==> config.mk <==
export PLATFORM = sky130hd
export DESIGN_NAME = magic_cube_data_set
export DESIGN_NICKNAME = d
export VERILOG_FILES = /design/src/rtl/magic_cube_pkg.sv /design/src/rtl/magic_face_store.sv /design/src/rtl/magic_cube_data_set.sv
export SDC_FILE = /design/constraint.sdc
export NUM_CORES = 1
export LEC_CHECK = 0
export ABC_AREA = 1
export ABC_CLOCK_PERIOD_IN_PS = 1550
export BUFFER_PORTS_ARGS = -buffer_cell sky130_fd_sc_hd__buf_2
export CAP_MARGIN = 20
export CORE_MARGIN = 4
export CORE_UTILIZATION = 35
export CTS_CLUSTER_DIAMETER = 30
export DETAILED_ROUTE_END_ITERATION = 7
export PLACE_DENSITY = 0.69
export SYNTH_ARGS = -nofsm -noshare
export SYNTH_HDL_FRONTEND = slang
export SYNTH_SLANG_ARGS = --single-unit
==> constraint.sdc <==
create_clock -name clk -period 1.55 [get_ports clk]
set_clock_uncertainty 0.05 [all_clocks]
set_input_delay 0.0775 -clock clk [delete_from_list [all_inputs] [get_ports clk]]
set_output_delay 0.0775 -clock clk [all_outputs]
set_load 0.01 [all_outputs]
==> src/rtl/magic_cube_pkg.sv <==
// Shared definitions for the magic cube sticker store: command and state
// encodings, default geometry and the colour code constants.
package magic_cube_pkg;

    localparam int FACES_DEF = 6;
    localparam int CELLS_DEF = 9;
    localparam int CW_DEF    = 3;

    typedef enum logic [1:0] {
        OP_WRITE     = 2'b00,
        OP_CLR_FACE  = 2'b01,
        OP_CLR_CUBE  = 2'b10,
        OP_FILL_FACE = 2'b11
    } op_t;

    typedef enum logic [2:0] {
        ST_IDLE   = 3'd0,
        ST_LATCH  = 3'd1,
        ST_UPDATE = 3'd2,
        ST_DONE   = 3'd3,
        ST_READY  = 3'd4
    } state_t;

    // Colour codes as produced by the colour classifier.
    localparam logic [CW_DEF-1:0] COL_NONE   = 3'd0;
    localparam logic [CW_DEF-1:0] COL_WHITE  = 3'd1;
    localparam logic [CW_DEF-1:0] COL_YELLOW = 3'd2;
    localparam logic [CW_DEF-1:0] COL_RED    = 3'd3;
    localparam logic [CW_DEF-1:0] COL_ORANGE = 3'd4;
    localparam logic [CW_DEF-1:0] COL_BLUE   = 3'd5;
    localparam logic [CW_DEF-1:0] COL_GREEN  = 3'd6;

endpackage

==> src/rtl/magic_face_store.sv <==
// One cube face: CELLS colour registers with clear, fill and single-cell
// write controls. Clear has priority over fill, fill over cell write.
module magic_face_store
    import magic_cube_pkg::*;
#(
    parameter int CELLS = CELLS_DEF,
    parameter int CW    = CW_DEF,
    parameter int CIW   = (CELLS > 1) ? $clog2(CELLS) : 1
) (
    input  logic                  clk,
    input  logic                  rst,
    input  logic                  wr_cell,
    input  logic                  clr,
    input  logic                  fill,
    input  logic [CIW-1:0]        cell_idx,
    input  logic [CW-1:0]         color,
    output logic [CELLS*CW-1:0]   data
);

    genvar gi;
    generate
        for (gi = 0; gi < CELLS; gi++) begin : g_cell
            logic [CW-1:0] cell_reg;

            // Per-cell register; cell_idx is zero-based here.
            always_ff @(posedge clk) begin
                if (!rst) begin
                    cell_reg <= '0;
                end else if (clr) begin
                    cell_reg <= '0;
                end else if (fill) begin
                    cell_reg <= color;
                end else if (wr_cell && (cell_idx == CIW'(gi))) begin
                    cell_reg <= color;
                end
            end

            assign data[gi*CW +: CW] = cell_reg;
        end
    endgenerate

endmodule

==> src/rtl/magic_cube_data_set.sv <==
// Whole-cube sticker store: command FSM, address validation, per-face
// register banks and the selected-face view.
// Optional build macro MAGIC_CUBE_COMPLETE_EN adds a written-cell mask with
// face_complete / cube_complete outputs.
module magic_cube_data_set
    import magic_cube_pkg::*;
#(
    parameter int FACES = FACES_DEF,
    parameter int CELLS = CELLS_DEF,
    parameter int CW    = CW_DEF,
    parameter int POSW  = 9,
    parameter int FW    = 3
) (
    input  logic                        clk,
    input  logic                        rst,
    input  logic                        enable,
    input  logic [1:0]                  op,
    input  logic [FW-1:0]               face_sel,
    input  logic [POSW-1:0]             position_coding,
    input  logic [CW-1:0]               color_coding,
    input  logic [FW-1:0]               view_face,
    output logic [FACES*CELLS*CW-1:0]   cube_dout,
    output logic [CELLS*CW-1:0]         oneside_dout,
    output logic                        busy,
    output logic                        done,
`ifdef MAGIC_CUBE_COMPLETE_EN
    output logic                        err,
    output logic [FACES-1:0]            face_complete,
    output logic                        cube_complete
`else
    output logic                        err
`endif
);

    localparam int CIW = (CELLS > 1) ? $clog2(CELLS) : 1;

    state_t             state_reg;
    op_t                op_reg;
    logic [FW-1:0]      face_reg;
    logic [POSW-1:0]    pos_reg;
    logic [CW-1:0]      color_reg;
    logic               err_pending_reg;

    logic               accept;
    logic               cmd_error;
    logic               apply;
    logic [CIW-1:0]     cell_idx;
    logic [FACES-1:0]   wr_f;
    logic [FACES-1:0]   clr_f;
    logic [FACES-1:0]   fill_f;

    // READY doubles as the re-arm slot so a held enable gives one command
    // every 4 cycles; everywhere else enable is only looked at in IDLE.
    assign accept = enable && ((state_reg == ST_IDLE) || (state_reg == ST_READY));

    // Rejection rule on the captured command; a cube clear never errors.
    always_comb begin
        cmd_error = 1'b0;
        if ((op_reg != OP_CLR_CUBE) && (int'(face_reg) >= FACES)) begin
            cmd_error = 1'b1;
        end
        if ((op_reg == OP_WRITE) &&
            ((pos_reg == '0) || (int'(pos_reg) > CELLS))) begin
            cmd_error = 1'b1;
        end
    end

    // Capture the command fields on accept; later input changes are ignored.
    always_ff @(posedge clk) begin
        if (!rst) begin
            op_reg    <= OP_WRITE;
            face_reg  <= '0;
            pos_reg   <= '0;
            color_reg <= '0;
        end else if (accept) begin
            op_reg    <= op_t'(op);
            face_reg  <= face_sel;
            pos_reg   <= position_coding;
            color_reg <= color_coding;
        end
    end

    // Command sequencer with registered busy/done/err.
    always_ff @(posedge clk) begin
        if (!rst) begin
            state_reg       <= ST_IDLE;
            busy            <= 1'b0;
            done            <= 1'b0;
            err             <= 1'b0;
            err_pending_reg <= 1'b0;
        end else begin
            case (state_reg)
                ST_IDLE: begin
                    done <= 1'b0;
                    if (accept) begin
                        busy      <= 1'b1;
                        err       <= 1'b0;
                        state_reg <= ST_LATCH;
                    end
                end
                ST_LATCH: begin
                    err_pending_reg <= cmd_error;
                    state_reg       <= ST_UPDATE;
                end
                ST_UPDATE: begin
                    done      <= 1'b1;
                    err       <= err_pending_reg;
                    state_reg <= ST_DONE;
                end
                ST_DONE: begin
                    done      <= 1'b0;
                    state_reg <= ST_READY;
                end
                ST_READY: begin
                    if (accept) begin
                        err       <= 1'b0;
                        state_reg <= ST_LATCH;
                    end else begin
                        busy      <= 1'b0;
                        state_reg <= ST_IDLE;
                    end
                end
                default: begin
                    busy      <= 1'b0;
                    done      <= 1'b0;
                    state_reg <= ST_IDLE;
                end
            endcase
        end
    end

    // Storage strobes fire on the same edge that raises done.
    assign apply    = (state_reg == ST_UPDATE) && !err_pending_reg;
    assign cell_idx = CIW'(pos_reg - POSW'(1));

    genvar gi;
    generate
        for (gi = 0; gi < FACES; gi++) begin : g_face
            logic sel;
            assign sel       = (face_reg == FW'(gi));
            assign wr_f[gi]  = apply && (op_reg == OP_WRITE) && sel;
            assign fill_f[gi] = apply && (op_reg == OP_FILL_FACE) && sel;
            assign clr_f[gi] = apply && ((op_reg == OP_CLR_CUBE) ||
                                         ((op_reg == OP_CLR_FACE) && sel));

            magic_face_store #(
                .CELLS (CELLS),
                .CW    (CW),
                .CIW   (CIW)
            ) u_face (
                .clk      (clk),
                .rst      (rst),
                .wr_cell  (wr_f[gi]),
                .clr      (clr_f[gi]),
                .fill     (fill_f[gi]),
                .cell_idx (cell_idx),
                .color    (color_reg),
                .data     (cube_dout[gi*CELLS*CW +: CELLS*CW])
            );
        end
    endgenerate

    // Selected-face view; an out-of-range face shows all zeros.
    always_comb begin
        oneside_dout = '0;
        for (int f = 0; f < FACES; f++) begin
            if (view_face == FW'(f)) begin
                oneside_dout = cube_dout[f*CELLS*CW +: CELLS*CW];
            end
        end
    end

`ifdef MAGIC_CUBE_COMPLETE_EN
    logic [FACES*CELLS-1:0] mask_reg;
    logic [FACES*CELLS-1:0] mask_next;

    // Next written-cell mask, following the same strobes as the storage.
    always_comb begin
        mask_next = mask_reg;
        for (int f = 0; f < FACES; f++) begin
            for (int c = 0; c < CELLS; c++) begin
                if (clr_f[f]) begin
                    mask_next[f*CELLS + c] = 1'b0;
                end else if (fill_f[f]) begin
                    mask_next[f*CELLS + c] = 1'b1;
                end else if (wr_f[f] && (cell_idx == CIW'(c))) begin
                    mask_next[f*CELLS + c] = 1'b1;
                end
            end
        end
    end

    // Mask and completion flags update together with done.
    always_ff @(posedge clk) begin
        if (!rst) begin
            mask_reg      <= '0;
            face_complete <= '0;
            cube_complete <= 1'b0;
        end else if (state_reg == ST_UPDATE) begin
            mask_reg      <= mask_next;
            for (int f = 0; f < FACES; f++) begin
                face_complete[f] <= &mask_next[f*CELLS +: CELLS];
            end
            cube_complete <= &mask_next;
        end
    end
`endif

endmodule

Word-level counts from Yosys, hierarchy flattened. Cells that the tools add are included.

Add/subtract/negate cells: 1. Multiply operators: 0. Div/mod/pow operators: 0. Order comparisons: 2. Equality and inequality tests: 29. Shifts and indexed selects: 0. Muxes and demuxes: 125. Bitwise operators: 2. Reductions and logical operators: 165.

Operators with widths (count): $mux W3 (109); $mux W27 (6); $reduce_bool A2 Y1 (55); $logic_and A1 B1 Y1 (84); $eq A3 B2 Y1 const B (6); $eq A4 B3 Y1 const B (4); $reduce_or A2 Y1 (8); $eq A3 B3 Y1 const B (5); $pmux W3 S5 (1); $eq A3 B1 Y1 const B (3); $gt A9 B4 Y1 const B (1); $logic_not A3 Y1 (3); $logic_not A9 Y1 (1); $eq A4 B2 Y1 const B (2); $logic_or A1 B1 Y1 (8); $mux W1 (6); $ne A2 B2 Y1 const B (3); $eq A2 B2 Y1 const B (2); $eq A4 B1 Y1 const B (1); $eq A4 B4 Y1 const B (1); $logic_not A4 Y1 (1); $pmux W1 S2 (2); $sub A4 B1 Y4 const B (1); $ge A3 B3 Y1 const B (1); 9 further kinds (10).

Register bits after elaboration: 186. Bits in latches: 0. RAM bits: 0. Memory bits (read-only): 0. Word-level logic and storage cells: 387. Memories: 0.

Logic depth before layout (Yosys ltp).
Word-level depth: 7. Depth in mapped cells: 10. Gate-level depth less buffers: 8.

By module. Synthesis repeated with hierarchy kept, for this count alone.

Cell total of the unflattened synthesis: 1627. Area, all modules: 10027.1 um^2.

Modules (own cells, without submodules): magic_face_store (instances 6, cells each 195, area an instance 1271.2 um^2); magic_cube_data_set (instances 1, cells each 457, area an instance 2399.8 um^2).

Worst setup path before layout. No wires, ideal clock.

Path type: register -> register. Start point: register face_reg[1]. End point: register g_face[4].u_face.g_cell[0].cell_reg[0]. Setup time: 0.113 ns. Data arrival time: 1.326 ns. Setup slack: 0.061 ns. Stages on the path, launching flop included: 9. Path buffers: 2. Cells stage by stage: dfxtp_1 > buf_4 > nor3_4 > nand2_1 > buf_4 > nand2_1 > inv_1 > nor2_1 > nor2_1.

Word-level cells in the longest chain between the ends: 5. Elaborated cells on any way between the ends: 10. Those cells by class: eq/ne: 1; mux: 1; reduce/logical: 8.

RTL lines: from (decl) (line magic_cube_data_set.sv:39) `logic [FW-1:0] face_reg;`; from (signal assigned) (line magic_cube_data_set.sv:77) `face_reg <= face_sel;`; $eq A3 B3 Y1 * (line magic_cube_data_set.sv:140) `assign sel = (face_reg == FW'(gi));`; $logic_and A1 B1 Y1 (line magic_cube_data_set.sv:144) `((op_reg == OP_CLR_FACE) && sel));`; $logic_or A1 B1 Y1 (line magic_cube_data_set.sv:143) `assign clr_f[gi] = apply && ((op_reg == OP_CLR_CUBE) ||`; $logic_and A1 B1 Y1 (line magic_cube_data_set.sv:143); $reduce_or A2 Y1 (no line); to (signal assigned) (line magic_face_store.sv:32) `cell_reg <= color;`; to (signal assigned) (line magic_face_store.sv:34) `cell_reg <= color;`; to (decl) (line magic_face_store.sv:23) `logic [CW-1:0] cell_reg;`.

Mark *: on every way between the ends. The rest lies on a longest branch, timed or not. A chain may end at the register's enable or synchronous reset.

Worst setup path in the final report.
Start point: register state_reg[0]. End point: register g_face[4].u_face.g_cell[1].cell_reg[2].

Word-level cells in the longest chain between the ends: 6. Elaborated cells on any way between the ends: 11. Those cells by class: eq/ne: 1; mux: 1; reduce/logical: 9.

RTL lines: from (decl) (line magic_cube_data_set.sv:37) `state_t state_reg;`; from (signal assigned) (line magic_cube_data_set.sv:86) `state_reg <= ST_IDLE;`; from (signal assigned) (line magic_cube_data_set.sv:98) `state_reg <= ST_LATCH;`; from (signal assigned) (line magic_cube_data_set.sv:103) `state_reg <= ST_UPDATE;`; $eq A3 B2 Y1 * (line magic_cube_data_set.sv:133) `assign apply = (state_reg == ST_UPDATE) && !err_pending_reg;`; $logic_and A1 B1 Y1 * (line magic_cube_data_set.sv:133); $logic_and A1 B1 Y1 (2 in a row) (line magic_cube_data_set.sv:141) `assign wr_f[gi] = apply && (op_reg == OP_WRITE) && sel;`; $logic_and A1 B1 Y1 (line magic_face_store.sv:33) `end else if (wr_cell && (cell_idx == CIW'(gi))) begin`; $reduce_bool A2 Y1 (no line); to (signal assigned) (line magic_face_store.sv:32); to (signal assigned) (line magic_face_store.sv:34); to (decl) (line magic_face_store.sv:23).

Marked as above.

==> results.ini <==
[run_status]
status = finished with violations
violations = negative setup slack

[drt]
route.vias.total = 10250
wl_met2_um = 16200
viasPerCell = 4.97
dr.pass1.iters = 5
wire_per_inst_um = 17.0
wl_met3_um = 2610
antenna_left = 0
highest_layer = met4
wl_um = 35000
drc = 0
drt_iter0_drc = 815
wirelength_met1_um = 15500

[placed_design]
post-place-ws_ns = -0.124
place.gp.congestion = 0.862
place_inst = 1995
dp_hpwl_um = 24000
io_buffers = 214

[clock_tree]
h-tree-depth = 4
clk_pin_slew_ns = 0.07
numCtsBuffers = 17
clk-insertion-delay-late_ns = 0.43
cts_tree = yes
cts_num_sinks = 186
clockBufferDepth = 2
root_buffer = clkbuf_16

[worst_setup_path]
critical_path_required_ns = 1.83
worst_path_dominant_cell_family = simple AND/OR/NAND/NOR gates
crit_path_cell_trace = nor2_4, nand3_4, nor2_8, buf_12, buf_16, nand3_2, nand2_4, nand2_1, nand2_1, nor2_1
slowest_delay_ns = 0.34
critical-path-slowest-cell = dfxtp_2
critPathArrivalTime_ns = 2.00
critPathKind = flop to flop
crit_fanout = 8
startpoint_type = flop
crit_start = state_reg[0]$_SDFFE_PN0P_
cp_num_buf_inv = 2
crit_path_frequent_cell = nand2_1
end_kind = flop
r2r_start = state_reg[0]$_SDFFE_PN0P_

[yosys]
synth_cell_types = 30
synth_compound_area_share_pct = 5.32
synth_fa_ha_area_share_pct = 0
synthXorXnorAreaFrac_pct = 0
syn-num-nets = 1451
synthMuxAreaShare_pct = 0
ys_seq_elements = 186
yosysSeqAreaShare_pct = 41.0
synth_top_family_by_area = simple AND/OR/NAND/NOR gates
avgSynthCellArea_um2 = 6.36
synth_cells = 1428
synth_area_um2 = 9080
synth-simple-area-share_pct = 45.3
yosys_warnings = 0

[sta]
slew_headroom_pct = 70.3
setup_viol = 150
timing.hold.ws_ns = 0.0263
drv_slew = 0
fin_ws_ns = -0.171
fmax_ghz = 0.581
tightest_slew_ns = 0.445
hold_viol_final = 0
finalCriticalPeriod_ns = 1.72
period_share_pct = 111
rsz0062_at_grt = yes

[global_routing]
grt_first_pass_wirelength_um = 52700
antenna_found_initial = 0
grt_pass1_vias = 9504
grt.total_usage_pct = 23.2
grt_max_degree = 34
grt_overflow = 0

[layout]
drive_gt1_share_pct = 36.9
nets = 1746
antenna_cells = 0
regArea_um2 = 3770
area_delta_synth_final_pct = 47.0
multi_input_area_um2 = 5670
fin_util_pct = 52.7
fill_cells = 2279
largest_reg_flops = 162
layout.cells.non_filler = 2064

[power]
p_per_area_nw_per_um2 = 841
p_leak_nw = 6.35
power_switching_share_pct = 29.2
p_sw_w = 0.00328
p_seq_share_pct = 44.3
clkPwrFrac_pct = 38.8
combPwrFrac_pct = 16.9
p_int_w = 0.00794
ir_drop_v = 0.000512

[run]
cap_violations = 0

[die]
dieHeight_um = 169
rows = 58
start_util_pct = 35.9
die_width_um = 169
dieArea_um2 = 28600
ios = 215
design.core.area_um2 = 25300

[worst_hold_path]
hold_path.class = input pin to flop
worstHoldStart = face_sel[0]

## routing by layer
metal  track usage (%)  vias up
met5                 0        -
met2              37.1      444
met4              7.32        0
met1              31.8     4706
li1                  -     5038
met3              4.37       62
## tightest hold or removal path, cell delays in order
cell,delay [ns]
buf_2,0.07
o21ai_0,0.07
buf_4,0.14
a21oi_1,0.10
## area by class of cell
cell class | count | area share [%]
multi-input cells | 1062 | 42.4
inverters | 120 | 3.39
well taps | 330 | 3.09
clock buffers | 19 | 3.32
repair buffers | 336 | 18.6
clock inverters | 11 | 0.918
flip-flops and latches | 186 | 28.2
## cells in the mapped netlist, drive strengths merged
cell type	number	share of area, %
a21oi	27	1.5
a31oi	1	0.069
buf	33	2.3
clkbuf	28	1.2
clkinv	4	0.17
dfxtp	186	41
inv	116	4.8
nand2	441	19
nand3	84	4.8
nand3b	12	0.99
nand4	29	2.0
nor2	396	17
nor3	15	1.4
nor4	1	0.069
o21ai	27	1.8
o21bai	1	0.083
o22ai	27	1.9
## final timing paths
check | depth (start not counted) | endpoint | slack [ns]
worst max-delay path | 10 | g_face[4].u_face.g_cell[1].cell_reg[2]$_SDFFE_PP0P_ | -0.17
worst min-delay path | 4 | face_reg[0]$_SDFFE_PN0P_ | 0.03
worst max register to register | 10 | g_face[4].u_face.g_cell[1].cell_reg[2]$_SDFFE_PP0P_ | -0.17
worst min register to register | 2 | err$_SDFFE_PN0P_ | 0.43
## power groups by stage
| stage | combinational, W | clock, W | sequential, W |
|---|---|---|---|
| global route | 0.00202 | 0.00462 | 0.00498 |
| floorplan | 0.000858 | 0 | 0.00507 |
| CTS | 0.00177 | 0.00439 | 0.00496 |
| global placement | 0.00153 | 0 | 0.00506 |
| detailed placement | 0.00155 | 0 | 0.00507 |
| finish | 0.00190 | 0.00436 | 0.00497 |
## layout by cell type (no fill, tap or decap), drive strengths merged
cell type and count:
nor3 15, dlygate4sd3 15, clkinv 10, clkbuf 21
dfxtp 186, inv 118, a31oi 1, clkinvlp 1
nor4 1, nand4 29, o21ai 27, nor2 396
bufbuf 1, nand3b 12, o21bai 1, a21oi 27
nand3 84, buf 318, o22ai 27, nand2 442
bufinv 2
## cells by family after synthesis
family / Yosys count
AO/OA/AOI/OAI: 83
AND/OR/NAND/NOR: 978
flip-flops: 186
buffers and inverters: 181
## stage by stage
| stage | setup TNS [ns] | cell area (um2) | total power, W |
|---|---|---|---|
| after CTS | -3.91 | 12600 | 0.0111 |
| after global routing | -24.39 | 13400 | 0.0116 |
| after global placement | -3.40 | 11200 | 0.00659 |
| after detailed placement | -9.79 | 11200 | 0.00662 |
| after floorplan | 0 | 9080 | 0.00593 |
| final | -9.98 | 13400 | 0.0112 |
## what timing repair did
| item | 4_1_cts | 5_1_grt |
|---|---|---|
| resized for setup | 138 | 183 |
| hold buffers | 15 | 0 |
| endpoints found under the setup margin | 175 | 199 |
| pin swaps | 31 | 78 |
| buffers inserted | 11 | 9 |
| gates cloned | 4 | 3 |
| hold endpoints to repair | 15 | 0 |
Note: power is estimated with default switching activity, not from simulation.
